### config.mk
export PLATFORM = sky130hd
export DESIGN_NAME = dmem_arbiter_flat
export DESIGN_NICKNAME = d
export VERILOG_FILES = /design/src/rtl/dmem_arb_pkg.sv /design/src/rtl/dmem_arbiter_if.sv /design/src/rtl/dmem_arb_rsp.sv /design/src/rtl/dmem_arbiter.sv /design/src/flat_wrapper.sv
export SDC_FILE = /design/constraint.sdc
export NUM_CORES = 1
export LEC_CHECK = 0
export ABC_AREA = 1
export CORE_ASPECT_RATIO = 1.1
export CORE_MARGIN = 4
export CORE_UTILIZATION = 42
export CTS_CLUSTER_DIAMETER = 150
export DETAILED_ROUTE_END_ITERATION = 16
export PLACE_DENSITY = 0.95
export SLEW_MARGIN = 20
export SYNTH_ARGS = -nofsm -noshare
export SYNTH_HDL_FRONTEND = slang
export SYNTH_SLANG_ARGS = --single-unit
export TNS_END_PERCENT = 1
### constraint.sdc
create_clock -name clk -period 3.5 [get_ports clk]
set_input_delay 0.7 -clock clk [delete_from_list [all_inputs] [get_ports clk]]
set_output_delay 0.7 -clock clk [all_outputs]
set_load 0.02 [all_outputs]
### src/rtl/dmem_arb_pkg.sv
// Shared types for the data-memory arbiter.
//   arb_state_t : grant FSM state (ARB_IDLE, ARB_BURST)
//   owner_t     : requester identity used for grant history and read routing
//   DATA_W/WE_W : dmem data width and byte-enable width
package dmem_arb_pkg;

   typedef enum logic {
      ARB_IDLE  = 1'b0,
      ARB_BURST = 1'b1
   } arb_state_t;

   typedef enum logic {
      OWN_CPU = 1'b0,
      OWN_DMA = 1'b1
   } owner_t;

   localparam int DATA_W = 32;
   localparam int WE_W   = 4;

endpackage

### src/rtl/dmem_arbiter_if.sv
// Bus bundle between the two requesters, the arbiter and the single-port dmem.
//   cpu_*   : CPU load/store request, grant and read-return signals
//   dma_*   : secondary master request (with burst lock), grant and read return
//   mem_*   : dmem port (enable, byte WE, word address, write data, read data)
// Modports:
//   master : requester/memory side (drives requests and mem_dout)
//   slave  : arbiter side (drives grants, read returns and the dmem port)
interface dmem_arbiter_if #(
   parameter int ADDR_W = 14
);
   import dmem_arb_pkg::*;

   logic              cpu_req;
   logic [WE_W-1:0]   cpu_we;
   logic [ADDR_W-1:0] cpu_addr;
   logic [DATA_W-1:0] cpu_wdata;
   logic              cpu_gnt;
   logic              cpu_rvalid;
   logic [DATA_W-1:0] cpu_rdata;

   logic              dma_req;
   logic              dma_lock;
   logic [WE_W-1:0]   dma_we;
   logic [ADDR_W-1:0] dma_addr;
   logic [DATA_W-1:0] dma_wdata;
   logic              dma_gnt;
   logic              dma_rvalid;
   logic [DATA_W-1:0] dma_rdata;

   logic              mem_en;
   logic [WE_W-1:0]   mem_we;
   logic [ADDR_W-1:0] mem_addr;
   logic [DATA_W-1:0] mem_din;
   logic [DATA_W-1:0] mem_dout;

   modport master (
      output cpu_req, cpu_we, cpu_addr, cpu_wdata,
      input  cpu_gnt, cpu_rvalid, cpu_rdata,
      output dma_req, dma_lock, dma_we, dma_addr, dma_wdata,
      input  dma_gnt, dma_rvalid, dma_rdata,
      input  mem_en, mem_we, mem_addr, mem_din,
      output mem_dout
   );

   modport slave (
      input  cpu_req, cpu_we, cpu_addr, cpu_wdata,
      output cpu_gnt, cpu_rvalid, cpu_rdata,
      input  dma_req, dma_lock, dma_we, dma_addr, dma_wdata,
      output dma_gnt, dma_rvalid, dma_rdata,
      output mem_en, mem_we, mem_addr, mem_din,
      input  mem_dout
   );

endinterface

### src/rtl/dmem_arb_rsp.sv
// Read-return path of the dmem arbiter.
// A one-entry tag (valid + owner) records the read issued this cycle; next
// cycle the owner's rvalid pulses and its rdata shows mem_dout, after which
// a per-port hold register keeps the value until that port's next read.
// Ports:
//   clk, rst              : clock, synchronous active-high reset
//   issue, issue_owner    : a read was granted this cycle, and to whom
//   mem_dout              : dmem read data (valid the cycle after issue)
//   cpu_rvalid/cpu_rdata  : CPU read return
//   dma_rvalid/dma_rdata  : DMA read return
module dmem_arb_rsp
   import dmem_arb_pkg::*;
(
   input  logic              clk,
   input  logic              rst,
   input  logic              issue,
   input  owner_t            issue_owner,
   input  logic [DATA_W-1:0] mem_dout,
   output logic              cpu_rvalid,
   output logic [DATA_W-1:0] cpu_rdata,
   output logic              dma_rvalid,
   output logic [DATA_W-1:0] dma_rdata
);

   logic                   tag_valid_reg;
   owner_t                 tag_owner_reg;
   logic [1:0]             rvalid;
   logic [1:0][DATA_W-1:0] rdata;

   always_ff @(posedge clk) begin
      if (rst) begin
         tag_valid_reg <= 1'b0;
         tag_owner_reg <= OWN_CPU;
      end else begin
         tag_valid_reg <= issue;
         tag_owner_reg <= issue_owner;
      end
   end

   genvar gi;
   generate
      for (gi = 0; gi < 2; gi++) begin : g_port
         logic [DATA_W-1:0] hold_reg;

         // Gated by rst so a read caught in flight by reset never returns.
         assign rvalid[gi] = tag_valid_reg && !rst &&
                             (tag_owner_reg == ((gi == 0) ? OWN_CPU : OWN_DMA));

         always_ff @(posedge clk) begin
            if (rst) begin
               hold_reg <= '0;
            end else if (rvalid[gi]) begin
               hold_reg <= mem_dout;
            end
         end

         // Fresh data is visible in the rvalid cycle itself, then held.
         assign rdata[gi] = rvalid[gi] ? mem_dout : hold_reg;
      end
   endgenerate

   assign cpu_rvalid = rvalid[0];
   assign cpu_rdata  = rdata[0];
   assign dma_rvalid = rvalid[1];
   assign dma_rdata  = rdata[1];

endmodule

### src/rtl/dmem_arbiter.sv
// Shares the single-port dmem between the CPU load/store port and a DMA/loader
// master. One requester is granted per cycle (combinational grant), the
// granted request drives the dmem port, and reads return to their issuer.
// A DMA beat with dma_lock opens a protected burst of up to MAX_BURST beats,
// after which the CPU is given one forced slot (yield).
// Optional feature macro: DMEM_ARB_FAIR_EN -- round-robin on idle contention;
// when undefined the CPU always wins idle contention.
// Ports:
//   clk, rst : clock, synchronous active-high reset
//   bus      : dmem_arbiter_if.slave (cpu_*, dma_*, mem_* signals)
module dmem_arbiter
   import dmem_arb_pkg::*;
#(
   parameter int MAX_BURST = 8,
   parameter int ADDR_W    = 14
) (
   input  logic          clk,
   input  logic          rst,
   dmem_arbiter_if.slave bus
);

   localparam int                CNT_W   = $clog2(MAX_BURST + 1);
   localparam logic [CNT_W-1:0]  MAX_CNT = CNT_W'(MAX_BURST);

   arb_state_t        state_reg;
   logic [CNT_W-1:0]  beat_cnt_reg;
   logic [CNT_W-1:0]  beat_cnt_next;
   logic              yield_reg;
   owner_t            last_gnt_reg;

   logic              cpu_gnt;
   logic              dma_gnt;
   logic [ADDR_W-1:0] addr_sel;
   logic              rd_issue;
   owner_t            rd_owner;

   // Grant selection. Reset suppresses both grants.
   always_comb begin
      cpu_gnt = 1'b0;
      dma_gnt = 1'b0;
      if (!rst) begin
         if (state_reg == ARB_BURST && bus.dma_req) begin
            dma_gnt = 1'b1;
         end else if (bus.cpu_req && bus.dma_req) begin
            if (yield_reg) begin
               cpu_gnt = 1'b1;
`ifdef DMEM_ARB_FAIR_EN
            end else if (last_gnt_reg == OWN_CPU) begin
               dma_gnt = 1'b1;
            end else begin
               cpu_gnt = 1'b1;
            end
`else
            end else begin
               cpu_gnt = 1'b1;
            end
`endif
         end else begin
            cpu_gnt = bus.cpu_req;
            dma_gnt = bus.dma_req;
         end
      end
   end

`ifndef DMEM_ARB_FAIR_EN
   // Grant history is maintained but only consulted by the round-robin build.
   owner_t last_gnt_unused;
   assign last_gnt_unused = last_gnt_reg;
`endif

   assign bus.cpu_gnt = cpu_gnt;
   assign bus.dma_gnt = dma_gnt;

   // dmem port mux
   always_comb begin
      bus.mem_en  = cpu_gnt | dma_gnt;
      bus.mem_we  = '0;
      bus.mem_din = bus.cpu_wdata;
      addr_sel    = bus.cpu_addr;
      if (dma_gnt) begin
         bus.mem_we  = bus.dma_we;
         bus.mem_din = bus.dma_wdata;
         addr_sel    = bus.dma_addr;
      end else if (cpu_gnt) begin
         bus.mem_we  = bus.cpu_we;
      end
   end

   assign bus.mem_addr = addr_sel;

   // Saturating beat counter increment.
   assign beat_cnt_next = (beat_cnt_reg == MAX_CNT) ? beat_cnt_reg
                                                    : beat_cnt_reg + CNT_W'(1);

   always_ff @(posedge clk) begin
      if (rst) begin
         state_reg    <= ARB_IDLE;
         beat_cnt_reg <= '0;
         yield_reg    <= 1'b0;
         last_gnt_reg <= OWN_DMA;
      end else begin
         if (cpu_gnt) begin
            last_gnt_reg <= OWN_CPU;
         end else if (dma_gnt) begin
            last_gnt_reg <= OWN_DMA;
         end

         if (cpu_gnt) begin
            yield_reg <= 1'b0;
         end else if (state_reg == ARB_IDLE && !bus.cpu_req) begin
            yield_reg <= 1'b0;
         end

         case (state_reg)
            ARB_IDLE: begin
               if (dma_gnt && bus.dma_lock) begin
                  // With MAX_BURST=1 the opening beat already uses the whole
                  // allowance, so no protected state is entered.
                  if (MAX_BURST <= 1) begin
                     yield_reg <= 1'b1;
                  end else begin
                     state_reg    <= ARB_BURST;
                     beat_cnt_reg <= CNT_W'(1);
                  end
               end
            end
            ARB_BURST: begin
               if (!dma_gnt || !bus.dma_lock) begin
                  state_reg    <= ARB_IDLE;
                  beat_cnt_reg <= '0;
               end else if (beat_cnt_next >= MAX_CNT) begin
                  state_reg    <= ARB_IDLE;
                  beat_cnt_reg <= '0;
                  yield_reg    <= 1'b1;
               end else begin
                  beat_cnt_reg <= beat_cnt_next;
               end
            end
            default: begin
               state_reg    <= ARB_IDLE;
               beat_cnt_reg <= '0;
            end
         endcase
      end
   end

   assign rd_issue = (cpu_gnt && bus.cpu_we == '0) || (dma_gnt && bus.dma_we == '0);
   assign rd_owner = dma_gnt ? OWN_DMA : OWN_CPU;

   dmem_arb_rsp u_rsp (
      .clk        (clk),
      .rst        (rst),
      .issue      (rd_issue),
      .issue_owner(rd_owner),
      .mem_dout   (bus.mem_dout),
      .cpu_rvalid (bus.cpu_rvalid),
      .cpu_rdata  (bus.cpu_rdata),
      .dma_rvalid (bus.dma_rvalid),
      .dma_rdata  (bus.dma_rdata)
   );

endmodule

### src/flat_wrapper.sv
// flat-port wrapper written by rule: the top's interface ports become plain ports
module dmem_arbiter_flat import dmem_arb_pkg::*;
#(
   parameter int MAX_BURST = 8,
   parameter int ADDR_W    = 14
)
  (clk, rst, bus_cpu_req, bus_cpu_we, bus_cpu_addr, bus_cpu_wdata, bus_cpu_gnt, bus_cpu_rvalid, bus_cpu_rdata, bus_dma_req, bus_dma_lock, bus_dma_we, bus_dma_addr, bus_dma_wdata, bus_dma_gnt, bus_dma_rvalid, bus_dma_rdata, bus_mem_en, bus_mem_we, bus_mem_addr, bus_mem_din, bus_mem_dout);
  dmem_arbiter_if #(.ADDR_W(ADDR_W)) bus_i ();
  input  logic clk;
  input  logic rst;
  input wire logic [$bits(bus_i.cpu_req)-1:0] bus_cpu_req;
  input wire logic [$bits(bus_i.cpu_we)-1:0] bus_cpu_we;
  input wire logic [$bits(bus_i.cpu_addr)-1:0] bus_cpu_addr;
  input wire logic [$bits(bus_i.cpu_wdata)-1:0] bus_cpu_wdata;
  output wire logic [$bits(bus_i.cpu_gnt)-1:0] bus_cpu_gnt;
  output wire logic [$bits(bus_i.cpu_rvalid)-1:0] bus_cpu_rvalid;
  output wire logic [$bits(bus_i.cpu_rdata)-1:0] bus_cpu_rdata;
  input wire logic [$bits(bus_i.dma_req)-1:0] bus_dma_req;
  input wire logic [$bits(bus_i.dma_lock)-1:0] bus_dma_lock;
  input wire logic [$bits(bus_i.dma_we)-1:0] bus_dma_we;
  input wire logic [$bits(bus_i.dma_addr)-1:0] bus_dma_addr;
  input wire logic [$bits(bus_i.dma_wdata)-1:0] bus_dma_wdata;
  output wire logic [$bits(bus_i.dma_gnt)-1:0] bus_dma_gnt;
  output wire logic [$bits(bus_i.dma_rvalid)-1:0] bus_dma_rvalid;
  output wire logic [$bits(bus_i.dma_rdata)-1:0] bus_dma_rdata;
  output wire logic [$bits(bus_i.mem_en)-1:0] bus_mem_en;
  output wire logic [$bits(bus_i.mem_we)-1:0] bus_mem_we;
  output wire logic [$bits(bus_i.mem_addr)-1:0] bus_mem_addr;
  output wire logic [$bits(bus_i.mem_din)-1:0] bus_mem_din;
  input wire logic [$bits(bus_i.mem_dout)-1:0] bus_mem_dout;
  assign bus_i.cpu_req = bus_cpu_req;
  assign bus_i.cpu_we = bus_cpu_we;
  assign bus_i.cpu_addr = bus_cpu_addr;
  assign bus_i.cpu_wdata = bus_cpu_wdata;
  assign bus_cpu_gnt = bus_i.cpu_gnt;
  assign bus_cpu_rvalid = bus_i.cpu_rvalid;
  assign bus_cpu_rdata = bus_i.cpu_rdata;
  assign bus_i.dma_req = bus_dma_req;
  assign bus_i.dma_lock = bus_dma_lock;
  assign bus_i.dma_we = bus_dma_we;
  assign bus_i.dma_addr = bus_dma_addr;
  assign bus_i.dma_wdata = bus_dma_wdata;
  assign bus_dma_gnt = bus_i.dma_gnt;
  assign bus_dma_rvalid = bus_i.dma_rvalid;
  assign bus_dma_rdata = bus_i.dma_rdata;
  assign bus_mem_en = bus_i.mem_en;
  assign bus_mem_we = bus_i.mem_we;
  assign bus_mem_addr = bus_i.mem_addr;
  assign bus_mem_din = bus_i.mem_din;
  assign bus_i.mem_dout = bus_mem_dout;
  dmem_arbiter #(.MAX_BURST(MAX_BURST), .ADDR_W(ADDR_W)) u_core (.clk(clk), .rst(rst), .bus(bus_i));
endmodule
==> out/summary.txt <==
Outcome = finished, final reports clean
Initial core utilization = 43.5%
Max reg flops = 64
Synth top area share = 32.6%
Die extent in y = 115 um
Max stage delay on crit path = 650 ps
Clk root buf = clkbuf_8
Peak VDD IR = 176 uV
Crit share post-route = 94.4%
# diodes = 0
DPL Wire Length = 12,300 um
DR WL met2 = 8000 um
First-pass GRT wire length = 23,900 um
Gr usage total = 25.1%
Post-route ant nets = 0
Worst Setup SP = rst
Setup Fix Bufs, Post-CTS = 0
Post-Synthesis Cells = 666
Synth Register Bits = 71
Port bufs = 255
# IOs = 256
Reg2reg end = u_core.u_rsp.g_port[0].hold_reg[0]
CP required = 2800 ps
Design Power = 2.05 mW
Num CTS Buffers = 9
Full die area = 12,100 um2
GRT overflow = 0
Max cap viols = 0
Count leader, synth = nand2_1
Later-pin clock latency in the skew report = 340 ps
Initial antenna violation count = 0
Worst path slowest cell = clkdlybuf4s50_1
Met1 Wirelength = 5900 um
Final wirelength = 15,600 um
Syn nets = 805
Crit path capture type = output pin
RSZ-0062 raised after global routing = no
Number of global-route vias before repair = 4,763
R2R Setup Slk = 1870 ps
Worst-margin pin slew = 741 ps
Unique cell type count in the Yosys netlist = 26
Ys flop type = dfxtp_1
Critical R2R Launch = u_core.u_rsp.tag_valid_reg
Share of cells above drive strength 1 = 8.26%
H-tree Lvls = 3
Pre-antenna DRT Iters = 4
Post-synth EDFFs = 0
Crit path arrival time = 2610 ps
Post-synthesis sequential area ratio = 32.6%
Hold Path Class = reg2reg
Max clock buf depth = 2
P_leak = 3.29 nW
Mean Syn Cell Area = 6.56 um2
Detailed Route Iter0 Violations = 220
CP max FO = 32
Setup TNS = 0 ps
Hold_buf cts = 0
Leading post-synthesis cells by instance count = nand2_1 (218), inv_1 (176), dfxtp_1 (71)
Clock Skews = 9.81 ps
Largest net degree at the start of global routing = 66
Startpoint types = primary input
Nets = 1,042
Asr flop ratio synth = 0%
CTS tree = built
Worst Reg-to-Reg Cells = 7
Reg clk slew, reported paths = 80 ps
Slew headroom = 50.6%
Row Count = 38
DR vias/cell = 4.64
Die width = 105 um
Placer's final routability congestion estimate = 0.857
Synth area leader = dfxtp_1
Yosys warning total = 0
Synthesized area = 4370 um2
CTS sink count = 71
Slew Limit Fails = 0
Core area = 10,000 um2
Most area-consuming cells after synthesis = dfxtp_1 (33%), nand2_1 (19%), inv_1 (15%)
WL met3 = 1290 um
Kind of critical path = in2out
End of the critical path = bus_cpu_rdata[2]
Residual DRC count = 0
Routed len/inst = 14.9 um
Highest routed metal layer = met4
Worst-path cell chain = buf_4 -> nor2_8 -> nand2_2 -> nand2_1 -> inv_1 -> a21oi_1 -> clkdlybuf4s50_1
Fmax = 0.303 GHz
Final setup vio count = 0
Tmin final = 3310 ps
Synthesis-to-layout area growth = 64.5%
Post-cts sizing count = 0
Final Hold Fails = 0
PD cells = 286 nW/um2
Vias = 4,859
-- final cells by class --
type                    count  area, um2
clock buffers              10        128
clock inverters             6       92.6
fillers                   783       2850
inverters                 179        672
multi-input cells         378       2030
flip-flops and latches     71       1420
well taps                 140        175
repair buffers            264       2670
-- layout by cell type, fill, tap and decap left out, drive strengths merged --
cell           synthesis  final
a21oi                 67     67
ha                     2      2
nand4                  1      1
nor2                   7      7
dfxtp                 71     71
clkbuf                 5     10
a211oi                64     64
inv                  179    181
bufinv                 0      2
nor4                   1      1
o22ai                  1      1
o31ai                  1      1
nand2                221    221
nor3                   2      2
nand3                  7      7
clkdlybuf4s50          0    253
clkinvlp               0      2
o21ai                  4      4
buf                   33     11
-- worst min-delay path by stage --
stage | slack, ps | cells after the start | start | to
2_1_floorplan | 440 | 2 | u_core.beat_cnt_reg[3] | u_core.beat_cnt_reg[3]
3_3_place_gp | 450 | 2 | u_core.beat_cnt_reg[3] | u_core.beat_cnt_reg[3]
3_5_place_dp | 470 | 2 | u_core.beat_cnt_reg[3] | u_core.beat_cnt_reg[3]
4_1_cts | 480 | 2 | u_core.beat_cnt_reg[3] | u_core.beat_cnt_reg[3]
5_1_grt | 510 | 2 | u_core.beat_cnt_reg[3] | u_core.beat_cnt_reg[3]
6_report | 480 | 2 | u_core.beat_cnt_reg[3] | u_core.beat_cnt_reg[3]
-- report_power, final --
group	internal [mW]	leakage, nW	total (mW)	switching [mW]
clock network	0.407	0.104	0.736	0.330
registers	0.813	0.572	0.817	0.00350
logic	0.262	2.61	0.498	0.236
total	1.48	3.29	2.05	0.569
-- per-stage QoR --
| stage | hold WS (ps) | setup slack [ps] | area, um2 | util, % | instances |
|---|---|---|---|---|---|
| 2_1_floorplan | 436 | 1010 | 4370 | - | 666 |
| 3_3_place_gp | 445 | 286 | 6960 | 69.4 | 1032 |
| 3_5_place_dp | 469 | 214 | 6960 | 69.4 | 1032 |
| 4_1_cts | 480 | 170 | 7180 | 71.6 | 1048 |
| 5_1_grt | 510 | 92.2 | 7180 | 71.6 | 1048 |
| 6_report | 482 | 195 | 7180 | 71.6 | 1048 |
-- worst max-delay path, delay by kind of cell --
| family | cells | cell delay, ps |
|---|---|---|
| compound gates | 1 | 160 |
| simple gates | 3 | 770 |
| buf+inv | 3 | 960 |
-- cell families (layout without fill, tap and decap cells) --
family	after synthesis	after routing	synth area share (%)
flip-flops	71	71	32.6
AND/OR/NAND/NOR	239	239	21.7
buffers and inverters	217	459	21.1
adder cells (fa/ha/maj)	2	2	0.573
AO/OA/AOI/OAI	137	137	24.0
-- layer usage --
layer | vias to the layer above | global-route usage (%)
met3 | 24 | 7.69
met2 | 192 | 47.1
met5 | - | 0
met1 | 2158 | 26.8
met4 | 0 | 8.49
li1 | 2485 | -
(Power assumes the default switching activity.)
